==> config.mk <==
export PLATFORM = sky130hd
export DESIGN_NAME = jt89_noise
export DESIGN_NICKNAME = d
export VERILOG_FILES = /design/src/rtl/jt89_noise.sv
export SDC_FILE = /design/constraint.sdc
export NUM_CORES = 1
export LEC_CHECK = 0
export ABC_AREA = 0
export BUFFER_PORTS_ARGS = -buffer_cell sky130_fd_sc_hd__clkbuf_2
export CELL_PAD_IN_SITES_DETAIL_PLACEMENT = 1
export CELL_PAD_IN_SITES_GLOBAL_PLACEMENT = 1
export CORE_ASPECT_RATIO = 1.25
export CORE_MARGIN = 3
export CORE_UTILIZATION = 45
export CTS_BUF_LIST = sky130_fd_sc_hd__clkbuf_8
export CTS_CLUSTER_DIAMETER = 200
export DETAILED_ROUTE_END_ITERATION = 6
export GPL_TIMING_DRIVEN = 0
export PLACE_DENSITY_LB_ADDON = 0.12
export REMOVE_ABC_BUFFERS = 1
export SETUP_SLACK_MARGIN = 0.5
export SYNTH_ARGS = -nofsm -noshare
export SYNTH_HDL_FRONTEND = slang
export SYNTH_SLANG_ARGS = --single-unit
==> constraint.sdc <==
create_clock -name clk -period 4.55 [get_ports clk]
set_input_delay 0.91 -clock clk [delete_from_list [all_inputs] [get_ports clk]]
set_output_delay 0.91 -clock clk [all_outputs]
set_load 0.005 [all_outputs]
==> src/rtl/jt89_noise.sv <==
// jt89_noise: SN76489-compatible noise channel.
// 15-bit LFSR stepped by a prescaled rate counter or by tone channel 2.
module jt89_noise #(
    parameter logic [14:0] SEED = 15'h4000
) (
    input  logic       clk,
    input  logic       rst_n,
    input  logic       cen,
    input  logic       wr,
    input  logic [2:0] din,
    input  logic [3:0] vol,
    input  logic       tone2,
    output logic [9:0] noise
);

    localparam logic [1:0] RATE_T2 = 2'b11;
    localparam logic [6:0] LEN_RST = 7'd16;

    logic [2:0]  ctrl;
    logic [14:0] lfsr;
    logic [3:0]  presc;
    logic [6:0]  cnt;
    logic        sff;
    logic        tone2_d;

    logic        tick;
    logic        cnt_end;
    logic        use_t2;
    logic        sff_rise;
    logic        t2_rise;
    logic        shift;
    logic        fb;
    logic [9:0]  amp;

    // Half-period length of the shift flip-flop for a given rate code.
    // Rate 11 does not use the counter, so any legal reload works there.
    function automatic logic [6:0] rate_len(input logic [1:0] r);
        logic [6:0] len;
        unique case (r)
            2'b00:   len = 7'd16;
            2'b01:   len = 7'd32;
            2'b10:   len = 7'd64;
            default: len = 7'd16;
        endcase
        return len;
    endfunction

    // Shift event decode: sff rising edge or a cen-qualified tone2 edge.
    always_comb begin
        tick     = cen && (presc == 4'hF);
        cnt_end  = tick && (cnt == 7'd1);
        use_t2   = (ctrl[1:0] == RATE_T2);
        sff_rise = cnt_end && !sff;
        t2_rise  = cen && tone2 && !tone2_d;
        shift    = use_t2 ? t2_rise : sff_rise;
        fb       = ctrl[2] ? (lfsr[0] ^ lfsr[1]) : lfsr[0];
    end

    // Control register; a write takes effect regardless of cen.
    always_ff @(posedge clk) begin
        if (!rst_n) begin
            ctrl <= 3'd0;
        end else if (wr) begin
            ctrl <= din;
        end
    end

    // Prescaler: one tick every 16 cen pulses, restarted by a write.
    always_ff @(posedge clk) begin
        if (!rst_n) begin
            presc <= 4'd0;
        end else if (wr) begin
            presc <= 4'd0;
        end else if (cen) begin
            presc <= presc + 4'd1;
        end
    end

    // Rate counter and shift flip-flop; sff toggles each half period.
    always_ff @(posedge clk) begin
        if (!rst_n) begin
            cnt <= LEN_RST;
            sff <= 1'b0;
        end else if (wr) begin
            cnt <= rate_len(din[1:0]);
            sff <= 1'b0;
        end else if (tick) begin
            if (cnt == 7'd1) begin
                cnt <= rate_len(ctrl[1:0]);
                sff <= ~sff;
            end else begin
                cnt <= cnt - 7'd1;
            end
        end
    end

    // tone2 delay flop; only cen cycles can observe an edge.
    always_ff @(posedge clk) begin
        if (!rst_n) begin
            tone2_d <= 1'b0;
        end else if (cen) begin
            tone2_d <= tone2;
        end
    end

    // LFSR: a write reseeds and suppresses any same-cycle shift.
    always_ff @(posedge clk) begin
        if (!rst_n) begin
            lfsr <= SEED;
        end else if (wr) begin
            lfsr <= SEED;
        end else if (shift) begin
            lfsr <= {fb, lfsr[14:1]};
        end
    end

    // Attenuation table, 2 dB per step, last entry silent.
    always_comb begin
        unique case (vol)
            4'd0:  amp = 10'd511;
            4'd1:  amp = 10'd406;
            4'd2:  amp = 10'd322;
            4'd3:  amp = 10'd256;
            4'd4:  amp = 10'd203;
            4'd5:  amp = 10'd162;
            4'd6:  amp = 10'd128;
            4'd7:  amp = 10'd102;
            4'd8:  amp = 10'd81;
            4'd9:  amp = 10'd64;
            4'd10: amp = 10'd51;
            4'd11: amp = 10'd41;
            4'd12: amp = 10'd32;
            4'd13: amp = 10'd26;
            4'd14: amp = 10'd20;
            4'd15: amp = 10'd0;
        endcase
    end

    // Registered signed sample: polarity from lfsr[0].
    always_ff @(posedge clk) begin
        if (!rst_n) begin
            noise <= 10'd0;
        end else begin
            noise <= lfsr[0] ? amp : (10'd0 - amp);
        end
    end

endmodule

# Word level (Yosys, flattened, before mapping)
# Memory sizes are Yosys's and may differ from the RTL's.
# Index checks and enable logic that the tools add are counted.
# op_classes
n_eq_ne	7
reduce_logical	10
muxes	8
n_addsub	3
n_bitwise	3
# op_table
cell	n
$pmux 7 s2	2
$mux 7	3
$mux 10	1
$sub 1x10->10 const A	1
$eq 7x1->1 const B	1
$sub 7x1->7 const B	1
$eq 2x2->1 const B	3
$logic_and 1x1->1	5
$add 4x1->4 const B	1
$eq 2x1->1 const B	2
$eq 4x4->1 const B	1
$logic_not 1->1	2
$mux 1	2
$not 1->1	2
$reduce_and 2->1	1
$reduce_bool 2->1	1
$reduce_or 2->1	1
$xor 1x1->1	1
# word_totals
romBits	144
word_cells	39
output_inout_bits	10
inputBits	12
register_bits	41
n_memories	1
# mem_list
name	words	width	read_ports	rd_ports_with_merged_regs	write_ports	line	source
(no name shown)	16	9	1	0	0	119	unique case (vol)

# Logic depth before layout (Yosys ltp)
# Gate-level depths: netlist of the first run.
# depth
depth_word	5
mapped_depth	10
mapped_depth_nobuf	10

# Worst setup path before layout of the first run
# Ideal clock, no wire load.
# synth_timing
path_kind	in2reg
startpoint	input vol[3]
endpoint	register noise[8]
setup_time_ps	62
t_arrival_ps	2871
setup_slack_ps	1617
t_required_ps	4488
stages	9
path_buffers	2
path_cell_list	clkbuf_1 > clkbuf_1 > mux4_2 > ha_1 > inv_1 > a211oi_1 > nand2_1 > or4_1 > nand3_1
# synth_between
elab_chain_len	3
# synth_lines
item	line	source
start, declared	11	input logic [3:0] vol,
$mem_v2 16x9 *	--	
$sub 1x10->10	144	noise <= lfsr[0] ? amp : (10'd0 - amp);
$mux 10 *	144	
end signal, assigned	144	
end, declared	13	output logic [9:0] noise
# Mark *: on every way between the ends. The rest lies on a longest branch, timed or not.
# A chain may end at the register's enable or synchronous reset.

# Worst setup path in the final report of the first run
# layout_timing
startpoint	register cnt[2]
endpoint	register lfsr[12]
# layout_between
elab_chain_len	4
# layout_lines
item	line	source
start, declared	22	logic [6:0] cnt;
start signal, assigned	85	cnt <= rate_len(din[1:0]);
start signal, assigned	89	cnt <= rate_len(ctrl[1:0]);
start signal, assigned	92	cnt <= cnt - 7'd1;
$eq 7x1->1	51	cnt_end = tick && (cnt == 7'd1);
$logic_and 1x1->1	51	
$logic_and 1x1->1	53	sff_rise = cnt_end && !sff;
$mux 1	55	shift = use_t2 ? t2_rise : sff_rise;
end signal, assigned	113	lfsr <= {fb, lfsr[14:1]};
end, declared	20	logic [14:0] lfsr;
# Every way passes these cells.

==> flow_summary_export.csv, run 1 <==
group,metric,value,unit
power_and_ir_drop,p_seq_share,48.6,%
floorplanning,die_h,85.1,um
power_and_ir_drop,combPwrFrac,13.1,%
clocking,ctsResizeCount,0,
logic_synthesis,synthSimpleGateAreaFrac,19.1,%
floorplanning,core,0.00480,mm^2
power_and_ir_drop,totalPowerFinal,781,uW
logic_synthesis,syn_avg_cell_area,9.09,um^2
clocking,clockBufferDepth,2,
run,maxCapViolations,0,
floorplanning,die_area,0.00590,mm^2
timing,holdWs,495,ps
finish,drive_above_1_share,14.8,%
finish,register_area,821,um^2
detailed_routing,dr_total_vias,1708,
logic_synthesis,synthFlopType,"dfxtp_1",
clocking,post_cts_buffers,0,
detailed_routing,wirelength,4.46,mm
timing,drv_slew,0,
place,port_buffers,21,
timing,max-slew-margin-rel,17.6,%
status,outcome,"finished clean",
logic_synthesis,synth_cells,248,
timing,fin_skew,7.26,ps
logic_synthesis,yosysWarnings,0,
place,dp_hpwl,3.35,mm
logic_synthesis,async_flop_share,0,%
power_and_ir_drop,irDropWorstVdd,0.188,mV
critical_path,crit_type,"reg -> reg",
finish,filler_cell_count,570,
logic_synthesis,synth-xor-area-share,3.88,%
critical_path,start_kind,"flop",
logic_synthesis,synth.area.top_cells,"dfxtp_1 36%, mux2i_1 12%, ha_1 9.4%",
clocking,clkSlewWorstSetupHoldPaths,80,ps
logic_synthesis,synth_top_area_share,36.4,%
finish,n_antenna_cell,0,
min_path,hold_start,"lfsr[14]$_SDFFE_PP1P_",
grt,grt_max_degree,25,
grt,grt_pass1_vias,1763,
detailed_routing,ant_nets,0,
critical_path,cp.required,4700,ps
logic_synthesis,synth_area_leader_cell,"dfxtp_1",
power_and_ir_drop,netSwitchingPower,185,uW
timing,worst_slew_pin_slew,1230,ps
critical_path,crit_path_start,"cnt[2]$_SDFFE_PN0P_",
clocking,clkSinkCount,41,
finish,multi_input_area,0.00131,mm^2
grt,grt_pass1_wl,8.06,mm
timing,timing.final.crit_period,3090,ps
floorplanning,io_pins,22,
detailed_routing,drc,0,
critical_path,cp_max_fo,15,
grt,antenna_found_initial,0,
logic_synthesis,synth.most_common_cell,"dfxtp_1",
critical_path,worstSetupEndpointType,"flop",
finish,utilization,51.7,%
logic_synthesis,synth_compound_area_share,11.8,%
clocking,cts_tree,"done",
logic_synthesis,synth-edff-count,0,
power_and_ir_drop,p_leak,0.996,nW
clocking,cts_made_buffers,5,
timing,setup_viol,0,
timing,finalHoldViolCount,0,
floorplanning,initial_core_util,47.0,%
floorplanning,die_x,69.3,um
timing,fin_ws,1460,ps
power_and_ir_drop,p_int,597,uW
power_and_ir_drop,swShare,23.7,%
detailed_routing,wl_per_cell,13.8,um
clocking,cts_root_buffer,"clkbuf_8",
logic_synthesis,syn_area,0.00225,mm^2
timing,rsz0062_at_grt,"no",
logic_synthesis,synth_mux_area_share,14.0,%
grt,grt_usage,16.7,%
timing,period_share,67.9,%
grt,overflow,0,
finish,area_delta_synth_final,10.2,%
place,place.gp.congestion,0.685,
min_path,hp-class,"reg -> reg",
critical_path,timing.rr.start,"cnt[2]$_SDFFE_PN0P_",
finish,fin_nets,291,
detailed_routing,dr.pass1.iters,4,
logic_synthesis,synth_commonest_cells,"41 x dfxtp_1, 30 x nor2_1, 26 x mux2i_1, 17 x ha_1, 14 x inv_1",
logic_synthesis,seq_area_frac_synth,36.4,%
logic_synthesis,synthAdderAreaFrac,9.43,%
logic_synthesis,synth_cell_types,44,
floorplanning,num_rows,28,
clocking,postCtsHoldBufs,0,
timing,timing.setup.tns,0,ps
critical_path,crit_arrival,3240,ps
clocking,clock_latency,290,ps
detailed_routing,drtIter0Drc,35,
logic_synthesis,ys_ff_latch,41,
power_and_ir_drop,power_density,315,mW/mm^2
power_and_ir_drop,clockPowerShare,38.3,%
clocking,cts_max_level,2,
logic_synthesis,synth_top_family_by_area,"simple AND/OR/NAND/NOR gates",
place,preCtsSetupSlack,1160,ps
timing,fmax,0.324,GHz
detailed_routing,via_per_inst,5.29,
[per-stage QoR]
stage	area, um^2	std cells
floorplan	2190	234
global placement	2370	315
detailed placement	2370	315
CTS	2480	323
global route	2480	323
finish	2480	323
[critical path, cell delays in order, from the launching register on]
cell	delay, ps
dfxtp_1	360
or4_4	560
or3b_1	560
o41ai_4	1100
mux2i_1	300
nor2_1	50
[metal layers]
| layer | track usage [%] | share of wire, % | vias to the layer above |
|---|---|---|---|
| met5 | 0 | 0 | - |
| met4 | 5.86 | 1.2 | 0 |
| met2 | 30.4 | 52 | 16 |
| li1 | - | - | 874 |
| met3 | 2.84 | 2.1 | 4 |
| met1 | 19.7 | 45 | 814 |
[path summary, 6_finish.rpt]
| path | cells after the start | slack, ps | to |
|---|---|---|---|
| max | 5 | 1460 | lfsr[12]$_SDFFE_PP0P_ |
| max reg2reg | 5 | 1460 | lfsr[12]$_SDFFE_PP0P_ |
| min reg2reg | 2 | 490 | lfsr[14]$_SDFFE_PP1P_ |
| min | 2 | 490 | lfsr[14]$_SDFFE_PP1P_ |
[layout by cell type (no fill, tap or decap), types with 2 or more instances in the layout]
cell type / Yosys / final
nor3_1: 3 / 3
nand4_1: 2 / 2
nor3b_1: 3 / 3
mux2i_1: 26 / 26
nor2_1: 30 / 30
a21oi_1: 11 / 11
o21ai_0: 8 / 8
a211oi_1: 4 / 4
inv_1: 14 / 15
clkbuf_8: 0 / 6
a31oi_1: 2 / 2
a41oi_1: 2 / 2
xor2_1: 2 / 2
xnor2_1: 8 / 8
clkbuf_2: 0 / 21
mux2_2: 3 / 3
a22oi_1: 3 / 3
nand2b_1: 3 / 3
ha_1: 17 / 17
nor2b_1: 8 / 8
and2_1: 7 / 7
or3_2: 2 / 2
nand3_1: 4 / 4
nand3b_1: 2 / 2
dfxtp_1: 41 / 41
nand2_1: 12 / 12
[kinds of logic (layout without fill, tap and decap cells)]
logic type | count (synthesis) | in the layout
compound gates | 38 | 38
buf+inv | 28 | 43
flops | 41 | 41
simple gates | 84 | 84
xor+xnor | 10 | 10
mux | 30 | 30
fa+ha+maj | 17 | 17
[area by class of cell]
| cell class | count | share of cell area [%] |
|---|---|---|
| clock buffers | 6 | 3.32 |
| clock inverters | 2 | 1.36 |
| inverters | 14 | 2.12 |
| multi-input cells | 179 | 52.9 |
| flip-flops and latches | 41 | 33.0 |
| well taps | 60 | 3.02 |
| repair buffers | 21 | 4.23 |
[state kept, by name, indices dropped and copies added (netlist names)]
name     flops
lfsr        15
noise       10
cnt          7
presc        4
ctrl         3
sff          1
tone2_d      1
[power groups by stage]
| stage | sequential, mW | combinational [mW] | clock, mW |
|---|---|---|---|
| after floorplan | 0.388 | 0.0628 | 0 |
| after global placement | 0.388 | 0.101 | 0 |
| after detailed placement | 0.389 | 0.103 | 0 |
| after CTS | 0.380 | 0.104 | 0.310 |
| after global routing | 0.382 | 0.117 | 0.323 |
| final | 0.380 | 0.102 | 0.299 |
Power figures use the tool's default switching activity.
==> run 2: changes to the inputs <==
--- a/config.mk
+++ b/config.mk
@@ -5,13 +5,13 @@
 export SDC_FILE = /design/constraint.sdc
 export NUM_CORES = 1
 export LEC_CHECK = 0
-export ABC_AREA = 0
+export ABC_AREA = 1
 export BUFFER_PORTS_ARGS = -buffer_cell sky130_fd_sc_hd__clkbuf_2
 export CELL_PAD_IN_SITES_DETAIL_PLACEMENT = 1
 export CELL_PAD_IN_SITES_GLOBAL_PLACEMENT = 1
 export CORE_ASPECT_RATIO = 1.25
 export CORE_MARGIN = 3
-export CORE_UTILIZATION = 45
+export CORE_UTILIZATION = 44
 export CTS_BUF_LIST = sky130_fd_sc_hd__clkbuf_8
 export CTS_CLUSTER_DIAMETER = 200
 export DETAILED_ROUTE_END_ITERATION = 6
==> constraint.sdc (replaced) <==
create_clock -name clk -period 3.2 [get_ports clk]
set_input_delay 0.64 -clock clk [delete_from_list [all_inputs] [get_ports clk]]
set_output_delay 0.64 -clock clk [all_outputs]
set_load 0.005 [all_outputs]
==> flow_summary_export.csv, run 2 <==
group,metric,value,unit
critical_path,r2r_end,"lfsr[7]$_SDFFE_PP0P_",
timing,setup_viol,0,
power_and_ir_drop,p_seq_share,48.0,%
place,preCtsSetupSlack,452,ps
clocking,ctsResizeCount,0,
detailed_routing,dr.pass1.iters,4,
power_and_ir_drop,totalPowerFinal,1.13,mW
place,port_buffers,21,
critical_path,crit_path_start,"vol[0]",
detailed_routing,ant_nets,0,
finish,register_area,821,um^2
min_path,hold_start,"sff$_SDFFE_PP0P_",
timing,fin_ws,1150,ps
finish,largest_reg_flops,15,
critical_path,critPathBufInv,2,
grt,met2_usage,31.3,%
grt,antenna_found_initial,0,
finish,layout_commonest_cell,"nand2_1",
power_and_ir_drop,power_density,435,mW/mm^2
finish,n_antenna_cell,0,
detailed_routing,drtIter0Drc,80,
critical_path,cp_top_family,"simple AND/OR/NAND/NOR gates",
timing,fmax,0.487,GHz
critical_path,cp_max_fo,6,
clocking,cts_made_buffers,5,
floorplanning,die_area,0.00628,mm^2
grt,overflow,0,
place,place.gp.congestion,0.810,
finish,utilization,50.8,%
clocking,postCtsHoldBufs,0,
clocking,clkSlewWorstSetupHoldPaths,80,ps
clocking,clkSinkCount,41,
finish,drive_above_1_share,15.9,%
status,outcome,"finished clean",
timing,drv_slew,0,
logic_synthesis,syn_avg_cell_area,6.94,um^2
clocking,post_cts_buffers,0,
place,post-place-cells,413,
place,placed_area,0.00248,mm^2
clocking,cts_tree,"done",
critical_path,reg2reg_slack,1360,ps
logic_synthesis,async_flop_share,0,%
floorplanning,core,0.00512,mm^2
clocking,clock_latency,290,ps
logic_synthesis,seq_area_frac_synth,34.8,%
finish,filler_cell_count,700,
power_and_ir_drop,clockPowerShare,38.6,%
grt,grt_max_degree,22,
timing,period_share,64.2,%
finish,final_cells,421,
logic_synthesis,syn_area,0.00236,mm^2
finish,top_register,"lfsr",
logic_synthesis,synth_commonest_cells,"80 x nand2_1, 59 x nor2_1, 41 x dfxtp_1, 37 x inv_1, 23 x a21oi_1",
logic_synthesis,synth-edff-count,0,
logic_synthesis,synth.area.top_cells,"dfxtp_1 35%, nand2_1 13%, nor2_1 9.4%",
logic_synthesis,synth_cell_types,30,
finish,mostFrequentLayoutCells,"80 x nand2_1, 58 x nor2_1, 41 x dfxtp_1",
min_path,whs_path_depth,2,
grt,grt_use_met1,22.1,%
grt,grt_pass1_vias,2053,
timing,max-slew-margin-rel,45.9,%
clocking,clockBufferDepth,2,
grt,grt_pass1_wl,9.11,mm
critical_path,crit_type,"in -> reg",
floorplanning,num_rows,29,
timing,fin_skew,7.86,ps
timing,timing.setup.tns,0,ps
floorplanning,die_h,87.9,um
grt,grt-busiest-layer,"met2",
finish,design_area,0.00260,mm^2
finish,fin_nets,387,
power_and_ir_drop,p_leak,1.30,nW
floorplanning,die_x,71.5,um
critical_path,cp.required,3380,ps
critical_path,crit_arrival,2230,ps
power_and_ir_drop,combPwrFrac,13.4,%
timing,rsz0062_at_grt,"no",
min_path,hp-class,"reg -> reg",
timing,timing.final.crit_period,2050,ps
floorplanning,initial_core_util,46.1,%
timing,holdWs,472,ps
logic_synthesis,synthFlopType,"dfxtp_1",
critical_path,worstSetupEndpointType,"flop",
run,maxCapViolations,0,
finish,largestRegisters,"lfsr x15, noise x10, cnt x7",
critical_path,cp_common_cell,"nand2_1",
timing,finalHoldViolCount,0,
finish,multi_input_area,0.00132,mm^2
logic_synthesis,synth_area_leader_cell,"dfxtp_1",
logic_synthesis,ys_ff_latch,41,
power_and_ir_drop,swShare,25.6,%
clocking,cts_root_buffer,"clkbuf_8",
grt,grtUsageMet3,3.10,%
logic_synthesis,synth_cells,340,
min_path,whs_endpoint,"sff$_SDFFE_PP0P_",
critical_path,timing.rr.start,"presc[0]$_SDFFE_PP0P_",
power_and_ir_drop,p_int,841,uW
detailed_routing,wl_per_cell,12.0,um
grt,grt_usage,17.8,%
critical_path,cpPeakStageDelay,210,ps
finish,area_delta_synth_final,10.2,%
timing,worst_slew_pin_slew,810,ps
detailed_routing,dr_total_vias,2120,
power_and_ir_drop,netSwitchingPower,289,uW
floorplanning,io_pins,22,
logic_synthesis,synth_top_area_share,34.8,%
detailed_routing,drc,0,
critical_path,ff2ff_path_depth,10,
power_and_ir_drop,irDropWorstVdd,0.203,mV
detailed_routing,via_per_inst,5.04,
critical_path,path_cells,"clkbuf_2, inv_1, ha_1, nand2_1, nand2_1, nand2_1, nand2_1, ha_1, nand2_1, nor2_1, nand3_1, a21oi_1, nor2_1",
critical_path,critPathSlowestCell,"ha_1",
logic_synthesis,synth.most_common_cell,"nand2_1",
critical_path,start_kind,"input pin",
detailed_routing,wirelength,5.07,mm
place,dp_hpwl,3.86,mm
logic_synthesis,yosysWarnings,0,
clocking,cts_max_level,2,
[run 2: changes by cell type after synthesis, sizes merged, moves of 6 or more]
cell    previous run  this run
nor2              30        64
inv               14        42
and2               7         0
nor3               3         9
nor2b              8         0
a21oi             11        24
clkbuf            11         3
nand2             12        84
xnor2              8         0
mux2i             26         0
nand3              4        28
[run 2: layout make-up]
| cell class | count | area share, % |
|---|---|---|
| well taps | 62 | 2.99 |
| clock inverters | 2 | 1.44 |
| flip-flops and latches | 41 | 31.6 |
| multi-input cells | 247 | 50.7 |
| clock buffers | 6 | 3.18 |
| inverters | 42 | 6.07 |
| repair buffers | 21 | 4.04 |
[run 2: worst max path at each step]
stage                                        to  slack [ps]  depth (start not counted)
final                       noise[8]$_SDFF_PN0_        1150                         13
after global routing        noise[4]$_SDFF_PN0_         890                         13
after CTS                 presc[3]$_SDFFE_PP0P_         750                          5
after detailed placement    cnt[2]$_SDFFE_PN0P_         450                          5
after global placement      cnt[3]$_SDFFE_PN0P_         480                          5
after floorplan             noise[8]$_SDFF_PN0_        1280                         11
[run 2: per-layer routing]
| layer | vias to the layer above | part of all wire, % |
|---|---|---|
| li1 | 1101 | - |
| met1 | 989 | 47 |
| met2 | 24 | 49 |
| met3 | 6 | 2.6 |
| met4 | 0 | 1.3 |
| met5 | - | 0 |
[run 2: logic make-up (layout without fill, tap and decap cells)]
group,count (synthesis),in the layout,share of synthesized area (%)
adders and majority gates,17,17,9.02
AOI/OAI and AO/OA,38,38,8.70
DFF,41,41,34.8
and+or+nand+nor,190,190,37.3
buffers and inverters,52,71,9.44
xor gates and xnor gates,2,2,0.743
[run 2: worst register-to-register path: stages, from the launching register on]
cell,delay [ps]
dfxtp_1,380
ha_1,210
nand2_2,80
nor2_4,100
nand2_2,100
nor2_4,160
nand3b_4,230
nand2_4,200
inv_2,130
nor2_1,120
nor2_1,50
[run 2: power groups by stage]
stage	combinational, mW	clock [mW]	sequential, mW
floorplan	0.0982	0	0.554
global placement	0.148	0	0.554
detailed placement	0.153	0	0.555
CTS	0.155	0.449	0.543
global route	0.179	0.475	0.546
finish	0.151	0.436	0.543
